$ cat src/rtl/glyph_scan_display.sv
// glyph_scan_display
//   Drives an N_DIGITS-digit multiplexed 7-segment display. One glyph code and one blink bit
//   are held per digit. Digits are lit one at a time, each for SCAN_DIV clocks. Blinking digits
//   go dark during the off half of a blink period, which lasts BLINK_DIV full rotations.
//
// Ports
//   clk        system clock, rising edge
//   rst        asynchronous active-high reset
//   wr_en      write strobe; stores {wr_blink, wr_glyph} into digit wr_digit
//   wr_digit   target digit (0 = leftmost); out-of-range indices are ignored
//   wr_glyph   glyph code to store
//   wr_blink   blink enable stored with the glyph
//   blank_all  force seg/an to zero while high (internal state keeps running)
//   seg        registered segment pattern, bit 6..0, 1 = lit
//   an         registered one-hot digit enable, 1 = lit
//   scan_tick  combinational pulse on the last count of each digit slot
module glyph_scan_display #(
    parameter int unsigned N_DIGITS  = 4,
    parameter int unsigned GLYPH_W   = 3,
    parameter int unsigned SCAN_DIV  = 16,
    parameter int unsigned BLINK_DIV = 8,
    localparam int unsigned PTR_W    = (N_DIGITS > 1) ? $clog2(N_DIGITS) : 1
) (
    input  logic                clk,
    input  logic                rst,
    input  logic                wr_en,
    input  logic [PTR_W-1:0]    wr_digit,
    input  logic [GLYPH_W-1:0]  wr_glyph,
    input  logic                wr_blink,
    input  logic                blank_all,
    output logic [6:0]          seg,
    output logic [N_DIGITS-1:0] an,
    output logic                scan_tick
);

    localparam int unsigned SCAN_W  = $clog2(SCAN_DIV);
    localparam int unsigned BLINK_W = (BLINK_DIV > 1) ? $clog2(BLINK_DIV) : 1;

    localparam logic [SCAN_W-1:0]  SCAN_LAST   = SCAN_W'(SCAN_DIV - 1);
    localparam logic [PTR_W-1:0]   PTR_LAST    = PTR_W'(N_DIGITS - 1);
    localparam logic [BLINK_W-1:0] BLINK_LAST  = BLINK_W'(BLINK_DIV - 1);
    localparam logic [GLYPH_W-1:0] GLYPH_BLANK = GLYPH_W'(7);

    logic [GLYPH_W-1:0]  mem_q [N_DIGITS];
    logic [N_DIGITS-1:0] blink_q;

    logic [SCAN_W-1:0]   scan_cnt_q, scan_cnt_d;
    logic [PTR_W-1:0]    ptr_q, ptr_d;
    logic [BLINK_W-1:0]  blink_cnt_q, blink_cnt_d;
    logic                phase_on_q, phase_on_d;

    logic [6:0]          seg_q, seg_d;
    logic [N_DIGITS-1:0] an_q, an_d;

    logic [GLYPH_W-1:0]  cur_glyph;
    logic                cur_blink;
    logic [N_DIGITS-1:0] cur_onehot;

    // Glyph table; every code outside 0..6 renders blank.
    function automatic logic [6:0] glyph_seg(input logic [GLYPH_W-1:0] code);
        logic [6:0] s;
        s = 7'b000_0000;
        case (code)
            GLYPH_W'(0): s = 7'b011_1110; // U
            GLYPH_W'(1): s = 7'b000_0110; // i
            GLYPH_W'(2): s = 7'b110_0111; // P
            GLYPH_W'(3): s = 7'b100_0111; // F
            GLYPH_W'(4): s = 7'b100_1111; // E
            GLYPH_W'(5): s = 7'b000_1000; // up
            GLYPH_W'(6): s = 7'b100_0000; // down
            default:     s = 7'b000_0000;
        endcase
        return s;
    endfunction

    // Glyph memory. Loop-compare decode means an index >= N_DIGITS matches nothing.
    always_ff @(posedge clk or posedge rst) begin
        if (rst) begin
            for (int i = 0; i < int'(N_DIGITS); i++) begin
                mem_q[i] <= GLYPH_BLANK;
            end
            blink_q <= '0;
        end else if (wr_en) begin
            for (int i = 0; i < int'(N_DIGITS); i++) begin
                if (wr_digit == PTR_W'(i)) begin
                    mem_q[i]   <= wr_glyph;
                    blink_q[i] <= wr_blink;
                end
            end
        end
    end

    assign scan_tick = (scan_cnt_q == SCAN_LAST);

    always_comb begin
        scan_cnt_d  = scan_cnt_q + SCAN_W'(1);
        ptr_d       = ptr_q;
        blink_cnt_d = blink_cnt_q;
        phase_on_d  = phase_on_q;
        if (scan_tick) begin
            scan_cnt_d = '0;
            ptr_d      = (ptr_q == PTR_LAST) ? '0 : ptr_q + PTR_W'(1);
            // Blink timing advances once per full rotation.
            if (ptr_q == PTR_LAST) begin
                if (blink_cnt_q == BLINK_LAST) begin
                    blink_cnt_d = '0;
                    phase_on_d  = ~phase_on_q;
                end else begin
                    blink_cnt_d = blink_cnt_q + BLINK_W'(1);
                end
            end
        end
    end

    always_ff @(posedge clk or posedge rst) begin
        if (rst) begin
            scan_cnt_q  <= '0;
            ptr_q       <= '0;
            blink_cnt_q <= '0;
            phase_on_q  <= 1'b1;
        end else begin
            scan_cnt_q  <= scan_cnt_d;
            ptr_q       <= ptr_d;
            blink_cnt_q <= blink_cnt_d;
            phase_on_q  <= phase_on_d;
        end
    end

    // Select the current digit by compare rather than array index so N_DIGITS == 1 stays clean.
    always_comb begin
        cur_glyph  = GLYPH_BLANK;
        cur_blink  = 1'b0;
        cur_onehot = '0;
        for (int i = 0; i < int'(N_DIGITS); i++) begin
            if (ptr_q == PTR_W'(i)) begin
                cur_glyph     = mem_q[i];
                cur_blink     = blink_q[i];
                cur_onehot[i] = 1'b1;
            end
        end
    end

    // During blink-off the anode stays on; only the segments go dark.
    always_comb begin
        an_d  = blank_all ? '0 : cur_onehot;
        seg_d = glyph_seg(cur_glyph);
        if (blank_all || (cur_blink && !phase_on_q)) begin
            seg_d = '0;
        end
    end

    always_ff @(posedge clk or posedge rst) begin
        if (rst) begin
            seg_q <= '0;
            an_q  <= '0;
        end else begin
            seg_q <= seg_d;
            an_q  <= an_d;
        end
    end

    assign seg = seg_q;
    assign an  = an_q;

endmodule
$ cat config.mk
export PLATFORM = sky130hd
export DESIGN_NAME = glyph_scan_display
export DESIGN_NICKNAME = d
export VERILOG_FILES = /design/src/rtl/glyph_scan_display.sv
export SDC_FILE = /design/constraint.sdc
export NUM_CORES = 1
export LEC_CHECK = 0
export ABC_AREA = 1
export BUFFER_PORTS_ARGS = -buffer_cell sky130_fd_sc_hd__buf_2
export CORE_UTILIZATION = 39
export DETAILED_ROUTE_END_ITERATION = 12
export PLACE_DENSITY = 0.69
export SLEW_MARGIN = 40
export SYNTH_ARGS = -nofsm -noshare
export SYNTH_HDL_FRONTEND = slang
export SYNTH_SLANG_ARGS = --single-unit
$ cat constraint.sdc
create_clock -name clk -period 1.9 [get_ports clk]
set_clock_uncertainty 0.05 [all_clocks]
set_input_delay 0.285 -clock clk [delete_from_list [all_inputs] [get_ports clk]]
set_output_delay 0.285 -clock clk [all_outputs]
set_load 0.03 [all_outputs]
# After elaboration in Yosys (flattened, before gate mapping)
# Cells that the tools add are included.
dict set report classes {
  n_eq_ne 14
  reduce_logical 12
  n_addsub 3
  bitwise_logic 1
  mux 18
}
# op n
set op_table {}
lappend op_table {{7-bit case mux with 7 select lines} 1}
lappend op_table {{3-bit 2-to-1 mux} 5}
lappend op_table {{3-bit equality test, second input constant} 4}
lappend op_table {{2-bit AND reduction} 5}
lappend op_table {{2-bit equality test, second input constant} 4}
lappend op_table {{1-bit 2-to-1 mux} 8}
lappend op_table {{4-bit 2-to-1 mux} 2}
lappend op_table {{7-bit 2-to-1 mux} 1}
lappend op_table {{3-bit by 2-bit equality test with 1-bit output, second input constant} 2}
lappend op_table {{4-bit by 1-bit adder with 4-bit output, second input constant} 1}
lappend op_table {{2-bit by 1-bit equality test with 1-bit output, second input constant} 2}
lappend op_table {{4-bit equality test, second input constant} 1}
lappend op_table {{2-bit zero test} 2}
lappend op_table {{3-bit by 1-bit adder with 3-bit output, second input constant} 1}
lappend op_table {{3-bit by 1-bit equality test with 1-bit output, second input constant} 1}
lappend op_table {{3-bit zero test} 1}
lappend op_table {{3-bit AND reduction} 1}
lappend op_table {{2-bit by 1-bit adder with 2-bit output, second input constant} 1}
lappend op_table {{2-bit 2-to-1 mux} 1}
lappend op_table {{1-bit logical AND} 1}
lappend op_table {{1-bit zero test} 1}
lappend op_table {{1-bit logical OR} 1}
lappend op_table {{1-bit inverter} 1}
dict set report word_totals {
  wordCells 62
  in_bits 10
  out_inout_bits 12
  reg_bits 37
}

# Logic depth before layout (Yosys ltp)
dict set report depth {
  ltp_word 8
  depth_mapped 10
  mapped_depth_nobuf 10
}

# Worst setup path after synthesis
# No wires, ideal clock.
dict set report synth_timing {
  path_type {reg-to-reg}
  startpoint {reg ptr_q[1]}
  endpoint {reg seg_q[0], in the netlist seg[0]}
  required_ns 1.730
  period_less_slack_ns 1.434
  path_buffers 0
  setup_time_ns 0.120
  stages_incl_launch_ff 11
  arrival_ns 1.264
  path_slack_ns 0.466
  path_cell_list {dfrtp_1 -> inv_1 -> ha_1 -> inv_2 -> nor2_1 -> nor2_1 -> nand2_1 -> a21oi_2 -> nand2_1 -> nand3_1 -> nor2_1}
}
dict set report synth_between {
  elab_chain_len 8
  elab_cells_between_ends 23
  classes_between {eq/ne (9); mux (10); reduce/logical (4)}
}
# item line_no
set synth_lines {}
lappend synth_lines {{start: declaration} 48} ;# logic [PTR_W-1:0] ptr_q, ptr_d;
lappend synth_lines {{start signal: assignment} 123} ;# ptr_q <= ptr_d;
lappend synth_lines {{2-bit zero test} 135} ;# if (ptr_q == PTR_W'(i)) begin
lappend synth_lines {{3-bit 2-to-1 mux / 1-bit 2-to-1 mux (equally long branches) (4 in series)} 135}
lappend synth_lines {{3-bit equality test, or another cell as far along} 63} ;# case (code)
lappend synth_lines {{7-bit case mux with 7 select lines / 1-bit logical OR (equally long branches)} {63, 147}}
lappend synth_lines {{7-bit 2-to-1 mux (*)} 147} ;# if (blank_all || (cur_blink && !phase_on_q)) begin
lappend synth_lines {{via seg_d[0]} 52} ;# logic [6:0] seg_q, seg_d;
lappend synth_lines {{end signal: assignment} 157} ;# seg_q <= seg_d;
lappend synth_lines {{end: declaration} 52}
# The timed path passes the listed nets; every way through them passes the cells marked *.
# A chain may end at the register's enable or synchronous reset.

# Final worst setup path
dict set report layout_timing {
  startpoint {reg scan_cnt_q[0]}
  endpoint {out scan_tick}
}
dict set report layout_between {
  elab_chain_len 1
}
# item line_no
set layout_lines {}
lappend layout_lines {{start: declaration} 47} ;# logic [SCAN_W-1:0] scan_cnt_q, scan_cnt_d;
lappend layout_lines {{start signal: assignment} 122} ;# scan_cnt_q <= scan_cnt_d;
lappend layout_lines {{4-bit equality test} 93} ;# assign scan_tick = (scan_cnt_q == SCAN_LAST);
lappend layout_lines {{end: declaration} 33} ;# output logic scan_tick
# No other way between the ends.

==> results.md <==
- Status: completed
- Critical path's slowest cell: dfrtp_1
- Non-Filler Instances: 253
- Final hold viol count: 0
- Buffers on Ports: 21
- Max-cap violations: 0
- Hold Buf Count CTS: 0
- Placer Congestion: slightly below 0.8
- WL met2: roughly 1200 um
- Synth top area share: 0.361
- Die height: around 66 um
- Count of unique library cells instantiated by Yosys: 19
- Root Driver: clkbuf_8
- DP Worst Slack: roughly 0.30 ns
- Site Rows: 22
- Antenna Cells: 0
- Io pins: 22
- P_leak: 0.988 nW
- Pwr Total: about 0.0017 W
- Post-route cell area: between 0.0015 and 0.002 mm^2
- WL met3: between 100 and 150 um
- CP Capture Type: output port
- RSZ-0062 raised after global routing: false
- Crit path buf inv count: 2
- Routed WL: approximately 2700 um
- Worst hold path type: input port to asynchronous set/reset pin
- Post-Syn Area: about 0.0016 mm^2
- Final slew viol count: 0
- WP data arrival: between 1 and 1.5 ns
- Setup-failing EPs final: 0
- Worst Path Max Fanout: 7
- Critical path's largest stage delay: around 0.37 ns
- DR vias: about 1100
- First-pass DRT Iterations: 4
- CP Class: register to output port
- Worst-Margin Slew: between 0.4 and 0.5 ns
- Final HPWL DP: around 2000 um
- Sequential-to-total area share from yosys stat: 0.574
- Synth area leaders: dfrtp_1 36%, dfstp_2 21%, nand2_1 11%, o21ai_0 6.0%, ha_1 5.5%
- CTS resizes: 0
- Number of global-route vias before repair: 1043
- Number of post-CTS setup repair buffers: 0
- Cts bufs inserted: 5
- Fin crit period: between 1.5 and 2 ns
- Remaining Overflow, GRT: 0
- Critical Path Source Type: register
- #FFs+latches synth: 36
- WP data required: approximately 1.6 ns
- Clk buf depth: 2
- Fmax: ~600 MHz
- Period utilization: 0.879
- Top cell family by delay on the critical path: buffers and inverters
- DR top layer: met4
- DIE AREA: approximately 0.0044 mm^2
- Clk_lat worst skew: approximately 0.28 ns
- Final WS setup: approximately 0.23 ns
- Area growth from synthesis to layout: 16.0%
- Wire length on met1: 1380 um
- Per-cell routed wire length: 10.7 um
- H-Tree Level Count: 2
- Synth Instances: between 150 and 200
- Total core area: approximately 0.0038 mm^2
- Largest net degree at the start of global routing: 37
- Initial antenna violation count: 0
- Starting Density: 0.420
- Placed Area: about 0.0018 mm^2
- Crit-path cells: ha_1 -> nand3_1 -> inv_1 -> buf_2
- Pwr dens: roughly 900 mW/mm^2
- Yosys warns: 0
- Fraction of layout cells with a size suffix above 1: 0.234
- Post-detailed-route count of antenna-violating nets: 0
- All-layer global routing usage: 0.147
- Nets: roughly 220
- Largest area contributor in the netlist: dfrtp_1
- Drt drc: 0
- First-pass GRT wire length: ~4700 um
- Post-Syn Area per Cell: between 9 and 10 um^2
- Clk sinks: 36
- # fillers: between 300 and 400
- Worst-path clk slew: ~0.070 ns
- Starting DRT DRC Count: 64
- Vias/cell: around 4.5
- Peak supply drop: about 0.4 mV
- Relative slew slack: 0.719
- Placed Cells: around 250
- Syn nets: between 150 and 200
- Setup TNS: 0 ns
- Die width: around 66 um
- TritonCTS clock tree: yes
-- kinds of logic (layout without fill, tap and decap cells) --
logic type                 after synthesis  in the layout  synth area share
and+or+nand+nor                         83             83             0.212
DFF                                     36             36             0.574
AOI/OAI and AO/OA                       24             24            0.0862
buffers and inverters                   23             52            0.0564
adders and majority gates                7              7            0.0549
xor gates and xnor gates                 3              3            0.0165
-- synthesized netlist by cell type --
| library cell | number |
|---|---|
| a21oi_1 | 2 |
| a21oi_2 | 1 |
| a21oi_4 | 1 |
| and2_1 | 1 |
| buf_4 | 1 |
| dfrtp_1 | 23 |
| dfstp_2 | 13 |
| ha_1 | 7 |
| inv_1 | 19 |
| inv_2 | 3 |
| nand2_1 | 46 |
| nand3_1 | 12 |
| nor2_1 | 22 |
| nor3_2 | 1 |
| o21a_1 | 1 |
| o21ai_0 | 19 |
| or2_2 | 1 |
| xnor2_1 | 1 |
| xor2_1 | 2 |
-- final cells by class --
class / count / area [um^2] / area share
multi-input cells: 117 / 589 / 0.318
repair buffers: 22 / 113 / 0.0608
inverters: 22 / 82.6 / 0.0446
flip-flops and latches: 36 / 917 / 0.495
clock buffers: 8 / 90.1 / 0.0486
well taps: 48 / 60.1 / 0.0324
-- metrics by stage --
stage	hold slack, ns	util
2_1_floorplan	0.301	-
3_3_place_gp	0.351	0.464
3_5_place_dp	0.351	0.464
4_1_cts	0.0503	0.487
5_1_grt	0.0858	0.487
6_report	0.0329	0.487
-- routing by layer --
metal	vias up	global-route usage
li1	602	-
met1	510	0.186
met2	25	0.230
met3	5	0.0362
met4	0	0.0798
met5	-	0
-- cells in the final DEF (no fill, tap or decap), types with 2 or more instances in the layout --
master	instances
a21oi_1	2
buf_2	21
clkbuf_1	2
clkbuf_8	6
dfrtp_1	23
dfstp_2	13
ha_1	7
inv_1	19
inv_2	3
nand2_1	46
nand3_1	12
nor2_1	22
o21ai_0	19
xor2_1	2
-- worst reg2reg max path, stage by stage, from the launching register on --
cell     delay, ns
dfrtp_1       0.38
inv_1         0.08
ha_1          0.24
inv_2         0.12
nor2_1        0.05
nor2_1        0.08
nand2_1       0.07
a21oi_2       0.20
nand2_1       0.10
nand3_1       0.09
nor2_1        0.04
-- final timing paths --
check / startpoint / endpoint / slack (ns) / cells past startpoint
hold / removal: rst / blink_cnt_q[1]$_DFFE_PP0P_ / 0.03 / 3
min in group clk: blank_all / an[2]$_DFF_PP0_ / 0.20 / 2
hold reg to reg: blink_cnt_q[2]$_DFFE_PP0P_ / blink_cnt_q[2]$_DFFE_PP0P_ / 0.43 / 2
setup reg to reg: ptr_q[1]$_DFFE_PP0P_ / seg[0]$_DFF_PP0_ / 0.30 / 10
max in group asynchronous: rst / mem_q[6]$_DFFE_PP1P_ / 1.42 / 3
setup / recovery: scan_cnt_q[0]$_DFF_PP0_ / scan_tick / 0.23 / 4
-- sequential cells by signal, indices dropped and copies added (netlist names) --
register / cells
seg: 6
ptr_q: 2
blink_q: 4
scan_cnt_q: 4
mem_q: 12
phase_on_q: 1
blink_cnt_q: 3
an: 4
-- report_power, final --
group	switching [W]	internal, W
logic	0.000143	0.0000697
registers	0.0000384	0.000868
clock network	0.000246	0.000295
total	0.000427	0.00123
Power figures use the tool's default switching activity.
